**src/rtl/cpu64_l1_pkg.sv**
```systemverilog
// Shared L1 definitions: refill sequencer state encoding and way geometry.
package cpu64_l1_pkg;

  localparam int NUM_WAYS = 8;
  localparam int WAY_W    = 3;

  typedef enum logic [2:0] {
    IDLE    = 3'd0,
    VICTIM  = 3'd1,
    WB_REQ  = 3'd2,
    WB_WAIT = 3'd3,
    ACQ_REQ = 3'd4,
    GRANT   = 3'd5,
    FINISH  = 3'd6
  } state_e;

endpackage

```
**src/rtl/cpu64_l1_refill_ctrl.sv**
```systemverilog
// Per-L1 miss/refill sequencer: victim selection via the external PLRU,
// optional dirty eviction over Release, Acquire, Grant fill, and completion.
module cpu64_l1_refill_ctrl
  import cpu64_l1_pkg::*;
#(
  parameter int INDEX_W = 5,
  parameter int TAG_W   = 20,
  parameter int BEATS   = 4,
  parameter int BEAT_W  = 2
) (
  input  logic                clk_i,
  input  logic                rst_ni,
  input  logic                miss_valid_i,
  output logic                miss_ready_o,
  input  logic [INDEX_W-1:0]  miss_set_i,
  input  logic [TAG_W-1:0]    miss_tag_i,
  input  logic [NUM_WAYS-1:0] way_valid_i,
  input  logic [NUM_WAYS-1:0] way_dirty_i,
  output logic [INDEX_W-1:0]  plru_set_o,
  output logic [NUM_WAYS-1:0] plru_valid_o,
  input  logic [WAY_W-1:0]    plru_victim_i,
  output logic                plru_access_o,
  output logic [WAY_W-1:0]    plru_way_o,
  output logic                inval_o,
  output logic                wb_valid_o,
  input  logic                wb_ready_i,
  output logic [INDEX_W-1:0]  wb_set_o,
  output logic [WAY_W-1:0]    wb_way_o,
  input  logic                wb_done_i,
  output logic                acq_valid_o,
  input  logic                acq_ready_i,
  output logic [INDEX_W-1:0]  acq_set_o,
  output logic [TAG_W-1:0]    acq_tag_o,
  input  logic                grant_valid_i,
  input  logic                grant_last_i,
  output logic                fill_we_o,
  output logic [WAY_W-1:0]    fill_way_o,
  output logic [BEAT_W-1:0]   fill_beat_o,
  output logic                done_o,
  output logic [WAY_W-1:0]    done_way_o,
  output logic                err_o
);

  localparam logic [BEAT_W-1:0] LAST_BEAT = BEAT_W'(BEATS - 1);

  state_e              state_q;
  logic [BEAT_W-1:0]   cnt_q;
  logic                err_q;
  logic [INDEX_W-1:0]  set_q;
  logic [TAG_W-1:0]    tag_q;
  logic [NUM_WAYS-1:0] valid_q;
  logic [NUM_WAYS-1:0] dirty_q;
  logic [WAY_W-1:0]    victim_q;

  logic victim_valid;
  logic victim_dirty;
  logic beat_is_last;
  logic grant_fire;
  logic grant_end;
  logic proto_err;

  // The PLRU answer is combinational on plru_set_o/plru_valid_o, so the
  // victim's status is looked up in the same cycle it is latched.
  assign victim_valid = valid_q[plru_victim_i];
  assign victim_dirty = dirty_q[plru_victim_i];
  assign beat_is_last = (cnt_q == LAST_BEAT);
  assign grant_fire   = (state_q == GRANT) && grant_valid_i;
  // Either a correct last beat or a protocol slip ends the fill; errors still close the miss.
  assign grant_end    = grant_fire && (beat_is_last || grant_last_i);
  assign proto_err    = (wb_done_i && (state_q != WB_WAIT))
                     || (grant_valid_i && (state_q != GRANT))
                     || (grant_fire && (beat_is_last != grant_last_i));

  // Control FSM: sequencing, beat counter and sticky protocol error.
  always_ff @(posedge clk_i or negedge rst_ni) begin
    if (!rst_ni) begin
      state_q <= IDLE;
      cnt_q   <= '0;
      err_q   <= 1'b0;
    end else begin
      if (proto_err) err_q <= 1'b1;
      unique case (state_q)
        IDLE:    if (miss_valid_i) state_q <= VICTIM;
        VICTIM:  state_q <= (victim_valid && victim_dirty) ? WB_REQ : ACQ_REQ;
        WB_REQ:  if (wb_ready_i) state_q <= WB_WAIT;
        WB_WAIT: if (wb_done_i) state_q <= ACQ_REQ;
        ACQ_REQ: begin
          if (acq_ready_i) begin
            cnt_q   <= '0;
            state_q <= GRANT;
          end
        end
        GRANT: begin
          if (grant_fire) begin
            cnt_q <= cnt_q + 1'b1;
            if (grant_end) state_q <= FINISH;
          end
        end
        FINISH:  state_q <= IDLE;
        default: state_q <= IDLE;
      endcase
    end
  end

  // Miss context capture; only observed through state-qualified outputs, so no reset.
  always_ff @(posedge clk_i) begin
    if (state_q == IDLE && miss_valid_i) begin
      set_q   <= miss_set_i;
      tag_q   <= miss_tag_i;
      valid_q <= way_valid_i;
      dirty_q <= way_dirty_i;
    end
    if (state_q == VICTIM) victim_q <= plru_victim_i;
  end

  assign miss_ready_o  = (state_q == IDLE);
  assign plru_set_o    = (state_q == IDLE) ? '0 : set_q;
  assign plru_valid_o  = (state_q == IDLE) ? '0 : valid_q;

  // A valid victim is invalidated once: at selection if clean, at ReleaseAck if dirty.
  assign inval_o       = ((state_q == VICTIM) && victim_valid && !victim_dirty)
                      || ((state_q == WB_WAIT) && wb_done_i);

  assign wb_valid_o    = (state_q == WB_REQ);
  assign wb_set_o      = wb_valid_o ? set_q : '0;
  assign wb_way_o      = wb_valid_o ? victim_q : '0;

  assign acq_valid_o   = (state_q == ACQ_REQ);
  assign acq_set_o     = acq_valid_o ? set_q : '0;
  assign acq_tag_o     = acq_valid_o ? tag_q : '0;

  assign fill_we_o     = grant_fire;
  assign fill_way_o    = grant_fire ? victim_q : '0;
  assign fill_beat_o   = grant_fire ? cnt_q : '0;

  assign done_o        = (state_q == FINISH);
  assign done_way_o    = done_o ? victim_q : '0;
  assign plru_access_o = done_o;
  assign plru_way_o    = done_o ? victim_q : '0;

  assign err_o         = err_q;

endmodule
```
**config.mk**
```make
export PLATFORM = sky130hd
export DESIGN_NAME = cpu64_l1_refill_ctrl
export DESIGN_NICKNAME = d
export VERILOG_FILES = /design/src/rtl/cpu64_l1_pkg.sv /design/src/rtl/cpu64_l1_refill_ctrl.sv
export SDC_FILE = /design/constraint.sdc
export NUM_CORES = 1
export LEC_CHECK = 0
export BUFFER_PORTS_ARGS = -buffer_cell sky130_fd_sc_hd__buf_2
export CAP_MARGIN = 40
export CELL_PAD_IN_SITES_DETAIL_PLACEMENT = 1
export CELL_PAD_IN_SITES_GLOBAL_PLACEMENT = 2
export CORE_ASPECT_RATIO = 1.5
export CORE_MARGIN = 1.5
export CORE_UTILIZATION = 25
export CTS_CLUSTER_DIAMETER = 120
export DETAILED_ROUTE_END_ITERATION = 10
export PLACE_DENSITY = 0.82
export SYNTH_ARGS = -nofsm -noshare
export SYNTH_HDL_FRONTEND = slang
export SYNTH_SLANG_ARGS = --single-unit
```
**constraint.sdc**
```tcl
create_clock -name clk_i -period 2.65 [get_ports clk_i]
set_input_delay 0 -clock clk_i [delete_from_list [all_inputs] [get_ports clk_i]]
set_output_delay 0 -clock clk_i [all_outputs]
set_load 0.02 [all_outputs]
```
==> out/results.ini <==
[yosys]
syn-num-nets=231
synth-seq-cells=50
yosys.cell_types.count=30
yosysTopAreaCellShare_pct=57.02
ys_seq_area_share_pct=63.50
yosysWarnings=0
synth_enable_flop_cells=44
yosys.area.top_type=edfxtp_1
mappedNetlistArea_um2=2317
synthCells=177
ys.flop_type=edfxtp_1
ys_async_sr_fraction_pct=12.00
synth_area_leaders=edfxtp_1 57%, and3_1 7.0%, dfrtp_1 6.5%
avgSynthCellArea_um2=13.09

[placed_design]
hpwl_mm=5.022
gp_congestion=0.7148
place_inst=395
place.port_buffers=116
place_area_um2=3019

[critical_path]
slowest_stage=mux4_1
crit_path_max_fanout=2
cp_num_buf_inv=1
path_class=reg2out
cp_cell_sequence=mux4_1 -> mux2i_1 -> or4b_1 -> o21ai_0 -> buf_2
r2r_setup_slack_ps=810
worst_setup_path_start_kind=flip-flop
critPathMaxStageDelay_ps=540
cp-end-kind=output pin
crit_required_ps=2650
path_delay_family=multiplexers
arrival_ps=2100

[status]
violations=negative hold slack
status=finished, violations left

[sta]
fin_crit_ps=2103
setup_violations=0
fmax_ghz=0.4755
worst_slew_pin_slew_ps=638.5
slew_violations=0
rsz0062_at_grt=false
setup_tns_ps=0
relSlewSlack_pct=57.34
finalHoldViolations=1
min_period_over_period_pct=79.36
timing.clock.skew_ps=5.730
timing.hold.ws_ps=-2.380

[cts]
tritoncts=built
clock_latency_ps=290
numClockSinks=50
cts_resized=0
cts.clk_slew.worst_paths_ps=70
clk_path_buf_depth=2
clk_root_buffer_cell=clkbuf_16
cts_max_level=2
postCtsSetupBuffers=0
cts_buffers=5

[power_and_ir_drop]
peakVddDrop_v=0.0003540
totalPowerFinal_uw=3156
p_per_area_nw_per_um2=875.0
leakagePower_uw=0.001692

[cells_and_area]
post-route-util_pct=40.38
nFillCells=1026
synthToLayoutAreaGrowth_pct=55.67
final_cell_area_um2=3607
drive_gt1_share_pct=38.87
stdcell_count=448
finish.net_count=390

[flow_run]
cap_violations=0

[drt]
final_antenna_net_count=0
vias=1988
first_pass_iters=2
drc_errors=0
vias_per_cell=4.438
drt_iter0_markers=81
wl_mm=7.044
wl_per_cell_um=15.72

[die]
core.rowCount=42
start_util_pct=25.94
die_y_um=120.9
dieArea_um2=9867
core_um2=8934
die_w_um=81.61
ioPinCount=117

[global_route]
grt_start_max_net_pins=42
first_global_vias=2193
grt_pass1_wl_mm=10.81
antenna_found_initial=1
grt_overflow=0
groute.usage.overall_pct=14.87

[worst_hold_path]
hp-class=in2reg

## stage by stage
stage / setup WS, ps / hold slack, ps
detailed placement: 844.1 / -151.4
finish: 546.9 / -2.380
floorplan: 210.9 / -295.6
global route: 358.3 / 0.06756
CTS: 530.3 / 4.089
global placement: 897.6 / -156.4
## cell usage after synthesis (all sizes together), types with 4 or more instances
cell,instances
nor2,6
and2,18
nand2,4
inv,5
clkbuf,9
and3,26
buf,5
dfrtp,6
edfxtp,44
o21ai,10
nor2b,15
mux4,4
## cells by family after synthesis
kind of cell | synth area share [%]
buffers and inverters | 3.726
flip-flops | 63.50
AND/OR/NAND/NOR | 20.19
AO/OA/AOI/OAI | 6.102
multiplexers | 5.400
adder cells (fa/ha/maj) | 1.080
## routing by layer
metal	vias up	GRT usage (%)	wire [µm]
met5	-	0	0
met4	0	6.568	155
met3	10	2.256	216
met2	53	29.08	4228
met1	961	14.68	2444
li1	964	-	-
## worst register-to-register path, cell delays in order, from the launching register on
cell     delay, ps
dfrtp_1        550
nor3_2         280
and2_2         180
buf_4          450
## power by group
part	leakage (µW)	internal, µW	total (µW)	switching, µW
combinational	0.00115	521	1400	878
clock	0.0000679	350	634	283
sequential	0.000473	1030	1120	95.6
total	0.00169	1900	3160	1260
## final timing paths
path                       cells after the start                      to                    from
max in group asynchronous                      2  state_q[2]$_DFFE_PN0P_                  rst_ni
hold / removal                                 1   victim_q[0]$_DFFE_PP_        plru_victim_i[0]
min in group asynchronous                      2       err_o$_DFFE_PN0P_                  rst_ni
hold reg to reg                                2       err_o$_DFFE_PN0P_       err_o$_DFFE_PN0P_
setup reg to reg                               3     tag_q[13]$_DFFE_PP_  state_q[1]$_DFFE_PN0P_
setup / recovery                               5                 inval_o    dirty_q[1]$_DFFE_PP_
## state kept, by name, indices dropped and copies added (netlist names)
| signal | count |
|---|---|
| tag_q | 20 |
| dirty_q | 8 |
| valid_q | 8 |
| set_q | 5 |
| state_q | 3 |
| victim_q | 3 |
| cnt_q | 2 |
| err_o | 1 |
## repair_timing
action	in CTS	in global routing
hold buffers	44	0
setup endpoints to repair	0	0
hold endpoints to repair	49	0
## final cells by class
class	instances	area, µm²	area share, %
Sequential cell	50	1471	40.79
Timing Repair Buffer	166	1066	29.55
Multi-Input combinational cell	108	765.7	21.23
Tap cell	110	137.6	3.815
Clock buffer	5	125.1	3.469
Clock inverter	3	20.02	0.5550
Inverter	5	18.77	0.5203
Antenna cell	1	2.502	0.06937
## cells in the final DEF (no fill, tap or decap), types with 5 or more instances in the layout
| cell type | n |
|---|---|
| dfrtp_1 | 6 |
| dlygate4sd3_1 | 44 |
| and2_1 | 17 |
| o21ai_0 | 10 |
| buf_4 | 6 |
| nor2b_1 | 15 |
| buf_2 | 116 |
| clkbuf_16 | 5 |
| inv_1 | 5 |
| and3_1 | 26 |
| nor2_1 | 6 |
| edfxtp_1 | 44 |
No activity file was read; power rests on OpenSTA's default activity.
